--- src/rtl/note_dds.sv ---
// rtl/note_dds.sv - MIDI note number to phase-increment DDS with a free-running phase accumulator
//
// Purpose:
//   Converts a MIDI note number into a 32-bit phase increment and accumulates it
//   every clock, producing a sawtooth phase whose wrap rate is the note frequency.
//   Frequency = ADDER * CLK_HZ / 2^32.
//
// Parameters:
//   CLK_HZ  clock frequency in Hz; the increment table is derived from it at elaboration.
//
// Ports:
//   CLK     rising-edge clock for all state
//   RESET   asynchronous, active-low reset; clears ADDER and DDS
//   NOTE    MIDI note number (69 = A4 = 440 Hz); values >= 128 select a zero increment
//   ADDER   registered phase increment for NOTE (one cycle behind NOTE)
//   DDS     registered phase accumulator, modulo 2^32; DDS[31:24] is an 8-bit sawtooth

module note_dds #(
    parameter int unsigned CLK_HZ = 50000000
) (
    input  logic        CLK,
    input  logic        RESET,
    input  logic [7:0]  NOTE,
    output logic [31:0] ADDER,
    output logic [31:0] DDS
);

    // Octave-10 note frequencies (MIDI 120..131) in micro-hertz, rounded.
    // Lower octaves are obtained by right-shifting the derived increments.
    localparam logic [63:0] F_UHZ [12] = '{
        64'd8372018090,   // C10
        64'd8869844191,   // C#10
        64'd9397272573,   // D10
        64'd9956063479,   // D#10
        64'd10548081821,  // E10
        64'd11175303406,  // F10
        64'd11839821527,  // F#10
        64'd12543853951,  // G10
        64'd13289750323,  // G#10
        64'd14080000000,  // A10
        64'd14917240369,  // A#10
        64'd15804265640   // B10
    };

    // Clock frequency expressed in micro-hertz so it shares the table's scale.
    localparam logic [127:0] DEN = 128'(CLK_HZ) * 128'd1000000;

    // Octave-10 increment table: round(f * 2^32 / CLK_HZ), folded to constants.
    logic [31:0] tbl [12];

    for (genvar g = 0; g < 12; g++) begin : g_tbl
        localparam logic [127:0] NUM = (128'(F_UHZ[g]) << 32) + (DEN >> 1);
        localparam logic [127:0] QUO = NUM / DEN;
        assign tbl[g] = QUO[31:0];
    end

    logic [6:0]  note_lo;
    logic [3:0]  octave;
    logic [3:0]  semitone;
    logic [3:0]  shift_amt;
    logic [31:0] increment;

    logic [31:0] adder_d;
    logic [31:0] adder_q;
    logic [31:0] dds_d;
    logic [31:0] dds_q;

    // Note decode: octave/semitone split and table lookup with octave shift.
    always_comb begin
        note_lo   = NOTE[6:0];
        octave    = 4'(note_lo / 7'd12);
        semitone  = 4'(note_lo % 7'd12);
        // octave is at most 10 for notes 0..127, so this never underflows
        shift_amt = 4'd10 - octave;
        increment = tbl[semitone] >> shift_amt;
        if (NOTE[7]) begin
            increment = 32'd0;
        end
    end

    // Next-state: the accumulator adds the registered increment, so a new note
    // only changes the slope and never disturbs the current phase.
    always_comb begin
        adder_d = increment;
        dds_d   = dds_q + adder_q;
    end

    always_ff @(posedge CLK or negedge RESET) begin
        if (!RESET) begin
            adder_q <= 32'd0;
            dds_q   <= 32'd0;
        end else begin
            adder_q <= adder_d;
            dds_q   <= dds_d;
        end
    end

    assign ADDER = adder_q;
    assign DDS   = dds_q;

endmodule

--- config.mk ---
export PLATFORM = sky130hd
export DESIGN_NAME = note_dds
export DESIGN_NICKNAME = d
export VERILOG_FILES = /design/src/rtl/note_dds.sv
export SDC_FILE = /design/constraint.sdc
export NUM_CORES = 1
export LEC_CHECK = 0
export CORE_MARGIN = 4
export CORE_UTILIZATION = 45
export CTS_CLUSTER_DIAMETER = 150
export CTS_CLUSTER_SIZE = 12
export DETAILED_ROUTE_END_ITERATION = 10
export PLACE_DENSITY = 0.69
export SKIP_CTS_REPAIR_TIMING = 1
export SLEW_MARGIN = 20
export SYNTH_ARGS = -nofsm -noshare
export SYNTH_HDL_FRONTEND = slang
export SYNTH_SLANG_ARGS = --single-unit
--- constraint.sdc ---
create_clock -name CLK -period 3.25 [get_ports CLK]
set_input_delay 0.975 -clock CLK [delete_from_list [all_inputs] [get_ports CLK]]
set_output_delay 0.975 -clock CLK [all_outputs]
set_load 0.02 [all_outputs]
Word level (Yosys, flattened, before mapping)
Memory sizes are Yosys's and may differ from the RTL's.
Index checks and enable logic that the tools add are counted.
W data, S select, Z words.
- bits in read-only memories: 512
- input bits: 10
- output and inout bits: 64
- memories kept: 1
- word-level logic and storage cells: 13
- register bits after elaboration: 64
- divide/modulo/power cells: 2
- multiplexer cells: 3
- order comparisons: 1
- add/sub/neg operators: 2
- bitwise gates (word level): 1
- shifts and indexed selects: 1
- memory list (name ; words ; width ; rd ports ; clocked after memory_dff ; write ports ; line ; RTL):
    (no name shown) ; 16 ; 32 ; 1 ; 0 ; 0 ; 75 ; increment = tbl[semitone] >> shift_amt;
- operators with widths (cell ; number):
    $mux W32 ; 3
    $add A32 B32 Y32 ; 1
    $shr A32 B4 Y32 ; 1
    $div A7 B4 Y7 const B ; 1
    $mod A7 B4 Y7 const B ; 1
    $ge A5 B5 Y1 const B ; 1
    $not A4 Y5 ; 1
    $sub A4 B4 Y4 const A ; 1

Logic depth before layout (Yosys ltp)
- word-level depth: 7
- mapped depth: 16
- mapped depth without buffers: 12

Worst setup path after synthesis
OpenSTA, ideal clock, no wires.
- path type: input port to flip-flop
- from: input NOTE[6]
- to: register adder_q[2], in the netlist ADDER[2]
- setup time: 0.143 ns
- required time: 3.107 ns
- arrival time: 3.894 ns
- path buffers: 4
- slack: -0.787 ns
- cell stages on the path: 15
- cell sequence: buf_6 > buf_8 > and3b_1 > nor2_1 > a2bb2oi_1 > and2_1 > inv_1 > buf_2 > ha_1 > xor2_1 > clkbuf_1 > mux2i_1 > o22ai_1 > a222oi_1 > o211ai_1
- longest elaborated chain between the ends: 7
- elaborated cells on any way between the ends: 9
- classes of those cells: add/sub: 1; div: 2; shift: 1; mux: 3; bitwise: 1; memory: 1
- ends and longest elaborated chain (element ; line ; RTL):
    start: declaration ; 23 ; input logic [7:0] NOTE,
    $mod A7 B4 Y7 ; 72 ; semitone = 4'(note_lo % 7'd12);
    $not A4 Y5 (not written as such) ; 75 ;
    $mem_v2 Z16 W32 ; n/a ;
    $mux W32 (not written as such) (2 in series) ; 75 ;
    $shr A32 B4 Y32 * ; 75 ;
    $mux W32 * ; 76 ; if (NOTE[7]) begin
    via adder_d[2] ; 63 ; logic [31:0] adder_d;
    end signal: assignment ; 93 ; adder_q <= adder_d;
    end: declaration ; 64 ; logic [31:0] adder_q;
The timed path passes the listed nets; every way through them passes the cells marked *. The select of a mux whose other input is x is not followed.

Final worst setup path
- from: input NOTE[4]
- to: register adder_q[1], in the netlist ADDER[1]
Same word-level chain as after synthesis.

==> flow_metrics.env <==
export IMPL_finalClockSkew_ns=0.004992
export IMPL_crit_path_cell_trace="buf_8, buf_12, buf_4, and4bb_2, a211oi_4, a22oi_2, buf_4, buf_4, nor2_2, mux4_2, a221o_1, a211o_1"
export IMPL_pwr_share_comb_pct=65.8
export IMPL_route_antenna_remaining_nets=0
export IMPL_yosysTopAreaCell="dfrtp_1"
export IMPL_clk_pin_slew_worst_paths_ns=0.07
export IMPL_dp_hpwl_mm=16.27
export IMPL_drive_gt1_share_pct=36.00
export IMPL_tightest_slew_ns=0.4694
export IMPL_critical_path_max_stage_delay_ns=0.47
export IMPL_grt_pass1_wl_mm=32.26
export IMPL_viasPerCell=6.014
export IMPL_fp_dieW_um=119.0
export IMPL_clock_sinks=53
export IMPL_h_tree_depth=2
export IMPL_antenna_found_initial=0
export IMPL_hp_class="reg2reg"
export IMPL_switching_share_pct=42.70
export IMPL_fillers=947
export IMPL_grt_use_total_pct=28.07
export IMPL_multi_input_area_sq_um=4258
export IMPL_die_area_sq_um=14170
export IMPL_rsz0062_at_grt="true"
export IMPL_violations="negative setup slack"
export IMPL_crit_fanout=7
export IMPL_diodes=0
export IMPL_r2r_slack_ns=0.34
export IMPL_critPathKind="in2reg"
export IMPL_synth_seq_area_share_pct=23.91
export IMPL_min_period_ns=3.323
export IMPL_cpMostUsedCell="buf_4"
export IMPL_io_buffers=62
export IMPL_overflow=0
export IMPL_finalNetCount=949
export IMPL_ys_seq_elements=53
export IMPL_synthArstFlopShare_pct=100.0
export IMPL_drcViolationCount=0
export IMPL_pwr_share_clk_pct=12.6
export IMPL_vias=6489
export IMPL_wl_mm=21.27
export IMPL_clk_latency_ns=0.29
export IMPL_ys_types=91
export IMPL_drt_iter0_drc=571
export IMPL_ioPinCount=74
export IMPL_grt_max_degree=26
export IMPL_fin_ws_ns=-0.07309
export IMPL_worstPathArrival_ns=3.50
export IMPL_wire_per_inst_um=19.71
export IMPL_worstPathRequired_ns=3.43
export IMPL_core_sq_um=12060
export IMPL_clockBufferDepth=2
export IMPL_yosys_warnings=0
export IMPL_p_seq_share_pct=21.6
export IMPL_start_kind="primary input"
export IMPL_path_buf_inv=5
export IMPL_synth_edf_count=0
export IMPL_powerDensity_nw_per_um2=566.3
export IMPL_syn_avg_cell_area_sq_um=8.366
export IMPL_place_inst=1029
export IMPL_cts_tree="yes"
export IMPL_finalCritPeriodShare_pct=102.2
export IMPL_final_hold_violation_count=0
export IMPL_internal_power_w=0.002749
export IMPL_slew_viol_final=0
export IMPL_place_congestion=1.011
export IMPL_status="finished, violations left"
export IMPL_clock_fmax_ghz=0.3009
export IMPL_holdPathStages=1
export IMPL_timing_slew_headroom_pct=67.81
export IMPL_seq_area_sq_um=1326
export IMPL_worstSetupEndpointType="flop"
export IMPL_area_delta_synth_final_pct=52.72
export IMPL_power_w=0.004797
export IMPL_numCtsBuffers=5
export IMPL_final_common_cell="buf_4"
export IMPL_ys_flop_type="dfrtp_1"
export IMPL_fin_cells=1079
export IMPL_netlist_area_sq_um=5547
export IMPL_die_h_um=119.0
export IMPL_setup_viol=7
export IMPL_synth_top_area_share_pct=23.91
export IMPL_final_cell_mix="buf_4, clkdlybuf4s50_1, dfrtp_1"
export IMPL_p_switching_w=0.002048
export IMPL_cp_slowest_cell="mux4_2"
export IMPL_rows=40
export IMPL_cts_root_buffer="clkbuf_16"
export IMPL_hold_ws_ns=0.4716
export IMPL_syn_inst=663
export IMPL_crit_cells=12
export IMPL_peakVddDrop_mv=0.4631
export IMPL_r2r_cells=11
export IMPL_synth_top_cells_by_area="dfrtp_1, ha_1, a21oi_1"
export IMPL_start_util_pct=45.99
export IMPL_place_worst_setup_slack_ns=-0.8946
export IMPL_max_cap_violations=0
export IMPL_drt_pass1_iterations=5
export IMPL_crit_family="compound AO/OA/AOI/OAI gates"
export IMPL_grt_pass1_vias=6092
export IMPL_cellLeakagePower_nw=3.861
==> worst reg2reg max path: cells and delay by family, from the launching register on <==
| family | cells | cell delay [ns] |
|---|---|---|
| xor+xnor | 1 | 0.17 |
| flops | 1 | 0.43 |
| compound gates | 7 | 1.50 |
| fa+ha+maj | 1 | 0.31 |
| buf+inv | 2 | 0.39 |
==> cell usage after synthesis, types with 7 or more instances <==
cell and n:
a211oi_1 11, a21o_1 10, a21oi_1 42, a221oi_1 9
a22oi_1 14, a31oi_1 11, and3_1 7, buf_2 16
buf_4 17, clkbuf_1 16, dfrtp_1 53, ha_1 28
inv_1 20, mux2_2 7, mux2i_1 10, nand2_1 54
nand2b_1 15, nand3_1 15, nor2_1 44, nor2b_1 16
nor3_1 8, nor3b_1 7, o211ai_1 13, o21ai_0 28
o221ai_1 9, o22ai_1 11, or3_1 9, xnor2_1 17
xor2_1 20
==> sequential cells by signal (all words and copies together) (netlist names) <==
name / cells
ADDER: 21
DDS: 32
==> metrics by stage <==
stage	area (sq um)	setup TNS, ns	util, %
after floorplan	5802	-0.6338	-
after global placement	7634	-14.45	63.29
after detailed placement	7634	-14.64	63.29
after CTS	7801	-8.341	64.68
after global routing	8471	-1.208	70.23
final	8471	-0.2668	70.23
==> path summary, 6_finish.rpt <==
path                       startpoint  endpoint
min reg2reg                   DDS[31]   DDS[31]
max reg2reg                  ADDER[1]   DDS[29]
min                           DDS[31]   DDS[31]
max in group asynchronous       RESET  ADDER[6]
max                           NOTE[4]  ADDER[1]
min in group asynchronous       RESET   DDS[20]
==> cell type report <==
type,instances,area share (%)
flip-flops and latches,53,15.66
well taps,168,2.482
clock buffers,6,1.521
clock inverters,2,0.4579
inverters,24,1.108
repair buffers,286,28.51
multi-input cells,540,50.27
==> per-layer routing <==
metal / vias to the layer above / track usage (%) / wire length (um) / part of all wire, %
met5: - / 0 / 0 / 0
met4: 0 / 7.024 / 466 / 2.2
met3: 42 / 5.603 / 1983 / 9.3
met2: 355 / 43.38 / 9459 / 44
met1: 3111 / 40.15 / 9356 / 44
li1: 2981 / - / - / -
==> power groups by stage <==
stage / Sequential [W] / Combinational (W) / Clock, W
6_report: 0.00103 / 0.00316 / 0.000605
5_1_grt: 0.00106 / 0.00338 / 0.000644
4_1_cts: 0.00104 / 0.00295 / 0.000617
3_5_place_dp: 0.00105 / 0.00293 / 0
3_3_place_gp: 0.00103 / 0.00286 / 0
2_1_floorplan: 0.00128 / 0.00156 / 0
==> cells by family (layout without fill, tap and decap cells) <==
logic type                 after synthesis  in the layout  share of synthesized area [%]
AOI/OAI and AO/OA                      226            227                          29.73
xor gates and xnor gates                40             40                          6.722
adders and majority gates               29             29                          6.677
buffers and inverters                   81            318                          7.737
DFF                                     53             53                          23.91
muxes                                   20             20                          4.444
other                                    1             11                        0.06761
and+or+nand+nor                        213            213                          20.71
No activity file was read; power rests on OpenSTA's default activity.
